File: src/rtl/btn_defs.sv
// Shared definitions for the input-conditioning blocks: repeat FSM encoding
// and counter sizing helper.
package btn_defs;

   typedef enum logic [1:0] {
      RPT_IDLE   = 2'd0,
      RPT_DELAY  = 2'd1,
      RPT_REPEAT = 2'd2
   } rpt_state_e;

   // Bits needed to count 0 .. n-1, never less than one.
   function automatic int unsigned cnt_width(input int unsigned n);
      return (n <= 1) ? 1 : $clog2(n);
   endfunction

endpackage

File: src/rtl/btn_channel.sv
// One button channel: 2-flop synchronizer, debouncer, edge pulses,
// saturating hold counter and auto-repeat FSM.
module btn_channel
   import btn_defs::*;
#(
   parameter int unsigned DB_CYCLES     = 1_000_000,
   parameter int unsigned HOLD_WIDTH    = 16,
   parameter int unsigned REPEAT_DELAY  = 16,
   parameter int unsigned REPEAT_PERIOD = 4
) (
   input  logic                  sys_clk,
   input  logic                  sys_rst_n,
   input  logic                  btn_in,
   input  logic                  tick,
   input  logic                  repeat_en,
   output logic                  btn_level,
   output logic                  btn_rise,
   output logic                  btn_fall,
   output logic                  btn_repeat,
   output logic [HOLD_WIDTH-1:0] hold_cnt
);

   localparam int unsigned DB_W    = cnt_width(DB_CYCLES);
   localparam int unsigned RPT_MAX = (REPEAT_DELAY > REPEAT_PERIOD) ? REPEAT_DELAY : REPEAT_PERIOD;
   localparam int unsigned RPT_W   = cnt_width(RPT_MAX);

   localparam logic [DB_W-1:0]  DB_LAST     = DB_W'(DB_CYCLES - 1);
   localparam logic [RPT_W-1:0] DELAY_LAST  = RPT_W'(REPEAT_DELAY - 1);
   localparam logic [RPT_W-1:0] PERIOD_LAST = RPT_W'(REPEAT_PERIOD - 1);

   logic             sync_q1, sync_q2;
   logic [DB_W-1:0]  db_cnt;
   logic             db_done, rise_ev, fall_ev;
   rpt_state_e       state_q, state_d;
   logic [RPT_W-1:0] rpt_cnt_q, rpt_cnt_d;
   logic             rpt_pulse;

   // Level toggles on the edge where the mismatch count would reach DB_CYCLES.
   assign db_done = (sync_q2 != btn_level) && (db_cnt == DB_LAST);
   assign rise_ev = db_done && !btn_level;
   assign fall_ev = db_done &&  btn_level;

   always_comb begin
      state_d   = state_q;
      rpt_cnt_d = rpt_cnt_q;
      rpt_pulse = 1'b0;
      case (state_q)
         RPT_IDLE: begin
            if (rise_ev) begin
               rpt_pulse = 1'b1;
               rpt_cnt_d = '0;
               if (repeat_en) state_d = RPT_DELAY;
            end
         end
         RPT_DELAY: begin
            if (!btn_level || !repeat_en) begin
               state_d   = RPT_IDLE;
               rpt_cnt_d = '0;
            end else if (tick) begin
               if (rpt_cnt_q == DELAY_LAST) begin
                  rpt_pulse = 1'b1;
                  rpt_cnt_d = '0;
                  state_d   = RPT_REPEAT;
               end else begin
                  rpt_cnt_d = rpt_cnt_q + 1'b1;
               end
            end
         end
         RPT_REPEAT: begin
            if (!btn_level || !repeat_en) begin
               state_d   = RPT_IDLE;
               rpt_cnt_d = '0;
            end else if (tick) begin
               if (rpt_cnt_q == PERIOD_LAST) begin
                  rpt_pulse = 1'b1;
                  rpt_cnt_d = '0;
               end else begin
                  rpt_cnt_d = rpt_cnt_q + 1'b1;
               end
            end
         end
         default: begin
            state_d   = RPT_IDLE;
            rpt_cnt_d = '0;
         end
      endcase
   end

   always_ff @(posedge sys_clk) begin
      if (!sys_rst_n) begin
         sync_q1    <= 1'b0;
         sync_q2    <= 1'b0;
         db_cnt     <= '0;
         btn_level  <= 1'b0;
         btn_rise   <= 1'b0;
         btn_fall   <= 1'b0;
         btn_repeat <= 1'b0;
         hold_cnt   <= '0;
         state_q    <= RPT_IDLE;
         rpt_cnt_q  <= '0;
      end else begin
         sync_q1 <= btn_in;
         sync_q2 <= sync_q1;
         if (db_done) begin
            btn_level <= ~btn_level;
            db_cnt    <= '0;
         end else if (sync_q2 != btn_level) begin
            db_cnt <= db_cnt + 1'b1;
         end else begin
            db_cnt <= '0;
         end
         btn_rise <= rise_ev;
         btn_fall <= fall_ev;
         // Rise wins over a coincident tick so a new press always starts at 0.
         if (rise_ev) begin
            hold_cnt <= '0;
         end else if (btn_level && tick && (hold_cnt != '1)) begin
            hold_cnt <= hold_cnt + 1'b1;
         end
         state_q    <= state_d;
         rpt_cnt_q  <= rpt_cnt_d;
         btn_repeat <= rpt_pulse;
      end
   end

endmodule

File: src/rtl/btn_conditioner.sv
// Multi-channel button conditioner: one btn_channel per button, buses sliced here.
module btn_conditioner #(
   parameter int unsigned BTN_NUM       = 3,
   parameter int unsigned DB_CYCLES     = 1_000_000,
   parameter int unsigned HOLD_WIDTH    = 16,
   parameter int unsigned REPEAT_DELAY  = 16,
   parameter int unsigned REPEAT_PERIOD = 4
) (
   input  logic                          sys_clk,
   input  logic                          sys_rst_n,
   input  logic [BTN_NUM-1:0]            btn_in,
   input  logic                          tick,
   input  logic [BTN_NUM-1:0]            repeat_en,
   output logic [BTN_NUM-1:0]            btn_level,
   output logic [BTN_NUM-1:0]            btn_rise,
   output logic [BTN_NUM-1:0]            btn_fall,
   output logic [BTN_NUM-1:0]            btn_repeat,
   output logic [BTN_NUM*HOLD_WIDTH-1:0] hold_cnt
);

   for (genvar i = 0; i < BTN_NUM; i++) begin : g_chan
      btn_channel #(
         .DB_CYCLES     (DB_CYCLES),
         .HOLD_WIDTH    (HOLD_WIDTH),
         .REPEAT_DELAY  (REPEAT_DELAY),
         .REPEAT_PERIOD (REPEAT_PERIOD)
      ) u_chan (
         .sys_clk    (sys_clk),
         .sys_rst_n  (sys_rst_n),
         .btn_in     (btn_in[i]),
         .tick       (tick),
         .repeat_en  (repeat_en[i]),
         .btn_level  (btn_level[i]),
         .btn_rise   (btn_rise[i]),
         .btn_fall   (btn_fall[i]),
         .btn_repeat (btn_repeat[i]),
         .hold_cnt   (hold_cnt[i*HOLD_WIDTH +: HOLD_WIDTH])
      );
   end

endmodule

File: config.mk
export PLATFORM = sky130hd
export DESIGN_NAME = btn_conditioner
export DESIGN_NICKNAME = d
export VERILOG_FILES = /design/src/rtl/btn_defs.sv /design/src/rtl/btn_channel.sv /design/src/rtl/btn_conditioner.sv
export SDC_FILE = /design/constraint.sdc
export NUM_CORES = 1
export LEC_CHECK = 0
export ABC_AREA = 1
export BUFFER_PORTS_ARGS = -buffer_cell sky130_fd_sc_hd__buf_2
export CAP_MARGIN = 20
export CORE_ASPECT_RATIO = 0.75
export CORE_UTILIZATION = 40
export DETAILED_ROUTE_END_ITERATION = 7
export HOLD_SLACK_MARGIN = 0.02
export PLACE_DENSITY_LB_ADDON = 0.3
export SLEW_MARGIN = 20
export SYNTH_ARGS = -nofsm -noshare
export SYNTH_HDL_FRONTEND = slang
export SYNTH_SLANG_ARGS = --single-unit
File: constraint.sdc
create_clock -name sys_clk -period 2 [get_ports sys_clk]
set_input_delay 0.1 -clock sys_clk [delete_from_list [all_inputs] [get_ports sys_clk]]
set_output_delay 0.1 -clock sys_clk [all_outputs]
set_load 0.03 [all_outputs]
==> impl_metrics.env <==
export IMPL_p_clk_share_pct=50.5
export IMPL_relSlewSlack_pct=62.7
export IMPL_p_switching_mw=1.27
export IMPL_clk_pin_slew_ns=0.06
export IMPL_vdd_drop_max_v=0.000385
export IMPL_cts_buffers=17
export IMPL_place_inst=1405
export IMPL_vias=6936
export IMPL_ctsRootBufferMaster="clkbuf_16"
export IMPL_io_buffer_count=68
export IMPL_placedInstanceArea_sq_um=8290
export IMPL_dr_wl_met3_microns=807
export IMPL_swShare_pct=21.0
export IMPL_syn_cell_area_sq_um=7760
export IMPL_grt_max_degree=21
export IMPL_grt_pass1_wl_mm=28.7
export IMPL_grtUsageTotal_pct=17.8
export IMPL_n_fill_cell=1875
export IMPL_htreeDepth=4
export IMPL_timing_final_crit_share_pct=91.6
export IMPL_cp_slowest_cell="dfxtp_1"
export IMPL_powerDensity_nw_per_um2=677
export IMPL_ys_types=48
export IMPL_top_layer="met4"
export IMPL_design_area_sq_um=8920
export IMPL_p_leak_nw=3.55
export IMPL_post_cts_buffers=0
export IMPL_hold_violations=0
export IMPL_ys_ff_latch=144
export IMPL_max_freq_ghz=0.546
export IMPL_period_needed_ns=1.83
export IMPL_crit_top_cell="nand2_1"
export IMPL_start_util_pct=41.5
export IMPL_cp_slowest_stage_delay_ns=0.36
export IMPL_ys_seq_area_share_pct=37.1
export IMPL_die_x_microns=163
export IMPL_core_sq_um=18700
export IMPL_final_setup_skew_ns=0.00960
export IMPL_antenna_found_initial=0
export IMPL_crit_required_ns=2.36
export IMPL_final_nets=1213
export IMPL_cts_tree="done"
export IMPL_met1_length_mm=8.85
export IMPL_antenna_cells=0
export IMPL_syn_area_per_cell_sq_um=7.01
export IMPL_start_kind="flop"
export IMPL_met2_length_mm=6.97
export IMPL_critical_path_buf_inv_count=1
export IMPL_cap_viol_max_count=0
export IMPL_finalWirelength_mm=16.8
export IMPL_yosys_warnings=0
export IMPL_clk_latency_ns=0.42
export IMPL_postSynthCellCount=1108
export IMPL_outcome="completed"
export IMPL_synthFlopType="dfxtp_1"
export IMPL_place_congestion=0.827
export IMPL_seqPwrFrac_pct=47.7
export IMPL_grt_setup_unrepaired="false"
export IMPL_final_cells=1442
export IMPL_via_per_inst=4.81
export IMPL_p_int_mw=4.77
export IMPL_drc=0
export IMPL_clock_sinks=144
export IMPL_worstMarginPinSlew_ns=0.556
export IMPL_dieArea_sq_um=20000
export IMPL_path_class="reg2reg"
export IMPL_ant_nets=0
export IMPL_p_comb_share_pct=1.8
export IMPL_rows=43
export IMPL_cp_max_fo=11
export IMPL_synth_net_count=1138
export IMPL_wire_per_inst_microns=11.6
export IMPL_crit_family="simple AND/OR/NAND/NOR gates"
export IMPL_gr_total_overflow=0
export IMPL_async_flop_share_pct=0
export IMPL_setup_tns_ns=0
export IMPL_hold_class="in2reg"
export IMPL_end_kind="flop"
export IMPL_area_growth_pct=15.0
export IMPL_finish_utilization_pct=47.7
export IMPL_drive_above_1_share_pct=16.0
export IMPL_dp_hpwl_mm=12.3
export IMPL_setup_viol=0
export IMPL_crit_chain="ha_1, nand3_1, nor3_4, nand3_1, nand2_1, o21ai_0, nand2_1, nand2_1, inv_1"
export IMPL_slew_violations=0
export IMPL_die_h_microns=123
export IMPL_drtPass1Iterations=7
export IMPL_synth_edf_count=0
export IMPL_cts_path_max_buffers=2
export IMPL_worst_ep_arrival_time_ns=2.19
export IMPL_drtIter0Drc=472
export IMPL_ios=69
export IMPL_grt_pass1_vias=6217
layout by cell type, fill, tap and decap left out, drive strengths merged:
master	netlist	final
ha	21	21
nor2	159	159
dfxtp	144	144
nor4	2	2
xor2	28	28
a31oi	3	3
or2	9	9
dlygate4sd3	0	6
nor3b	9	9
clkbuf	1	21
inv	151	151
nand3	95	95
o32ai	2	2
clkinv	1	5
xnor2	14	14
o22ai	1	1
o21bai	7	7
buf	31	82
nand4	18	18
a21boi	1	1
a21o	5	5
o21ai	23	23
nor3	41	41
clkinvlp	0	4
and3	2	2
a211oi	1	1
a21oi	57	57
nand2	273	273
bufinv	0	2
nand3b	5	5
o211ai	4	4
metrics by stage:
step / power [mW] / hold slack (ns) / setup WS (ns)
after global routing: 6.27 / 0.0762 / 0.00462
after detailed placement: 3.04 / 0.306 / 0.106
after CTS: 6.12 / 0.0587 / 0.104
after global placement: 3.04 / 0.307 / 0.194
final: 6.04 / 0.0706 / 0.167
after floorplan: 3.01 / 0.198 / 0.206
logic make-up after synthesis:
logic type                 after synthesis  synth area share (%)
and+or+nand+nor                        613                  36.7
DFF                                    144                  37.1
buffers and inverters                  184                  10.4
AOI/OAI and AO/OA                      104                  7.64
adders and majority gates               21                  3.38
xor gates and xnor gates                42                  4.74
power by group through the flow:
stage | logic, mW | clock network (mW) | registers, mW
2_1_floorplan | 0.0661 | 0 | 2.94
3_3_place_gp | 0.0980 | 0 | 2.94
3_5_place_dp | 0.0984 | 0 | 2.94
4_1_cts | 0.108 | 3.13 | 2.88
5_1_grt | 0.120 | 3.27 | 2.88
6_report | 0.107 | 3.05 | 2.88
cells in the mapped netlist (3+ instances only):
cell type  instances  area, sq um
o21ai_1            8         40.0
nand3_2           14          140
inv_1            137          514
o21ai_0           14         70.1
xnor2_1           14          123
a31oi_1            3         18.8
nor2_2            16          100
nand3_1           80          400
nand2_1          260          976
a21oi_2            3         26.3
or2_2              8         50.1
buf_6              6         67.6
nor2_1           141          529
nand2_4            4         45.0
nor3_1            36          180
nor3_2             3         30.0
nor3b_1            8         60.1
buf_2              8         40.0
xor2_1            28          245
a21o_1             5         37.5
o21bai_1           7         52.6
o211ai_1           4         30.0
inv_2             14         52.6
ha_1              21          263
nand2_2            9         56.3
buf_4             16          120
dfxtp_1          144         2880
nand4_1           17          106
a21oi_1           54          270
nand3b_1           4         30.0
cell type report:
cell class                 instances  area [sq um]  area share [%]
clock buffer                      21           450            5.05
multi-input combinational        780          4080            45.7
sequential                       144          2880            32.3
timing repair buffer              88           518            5.80
tap                              247           309            3.46
clock inverter                    10           114            1.28
inverter                         152           571            6.39
state kept, by name, summed over array words and instances (netlist names):
register and flops:
g_chan.u_chan.btn_repeat 3, g_chan.u_chan.hold_cnt 48, g_chan.u_chan.btn_level 3, g_chan.u_chan.sync_q2 3, g_chan.u_chan.db_cnt 60, g_chan.u_chan.btn_rise 3, g_chan.u_chan.sync_q1 3, g_chan.u_chan.rpt_cnt_q 12
g_chan.u_chan.state_q 6, g_chan.u_chan.btn_fall 3
layer usage:
metal | vias to the layer above | track usage [%]
li1 | 3661 | -
met1 | 3118 | 25.0
met2 | 145 | 26.9
met3 | 12 | 4.46
met4 | 0 | 4.79
met5 | - | 0
worst register-to-register path: cells and delay by family, from the launching register on:
family / cells / cell delay [ns]
adders and majority gates: 1 / 0.25
buffers and inverters: 1 / 0.05
DFF: 1 / 0.36
AOI/OAI and AO/OA: 1 / 0.14
and+or+nand+nor: 6 / 0.98
repair_timing:
item / in CTS / in global routing
endpoints found under the setup margin: 0 / 4
hold endpoints to repair: 4 / 0
gates resized for setup: 0 / 1
hold buffers: 6 / 0
final timing paths:
| kind | startpoint | to | slack (ns) | depth (start not counted) |
|---|---|---|---|---|
| worst max-delay path | g_chan[2].u_chan.hold_cnt[1]$_SDFFE_PP0P_ | g_chan[2].u_chan.hold_cnt[3]$_SDFFE_PP0P_ | 0.17 | 9 |
| worst min-delay path | tick | g_chan[0].u_chan.btn_repeat$_SDFF_PN0_ | 0.07 | 3 |
| worst max register to register | g_chan[2].u_chan.hold_cnt[1]$_SDFFE_PP0P_ | g_chan[2].u_chan.hold_cnt[3]$_SDFFE_PP0P_ | 0.17 | 9 |
| worst min register to register | g_chan[0].u_chan.sync_q1$_SDFF_PN0_ | g_chan[0].u_chan.sync_q2$_SDFF_PN0_ | 0.41 | 2 |
(Power assumes the default switching activity.)
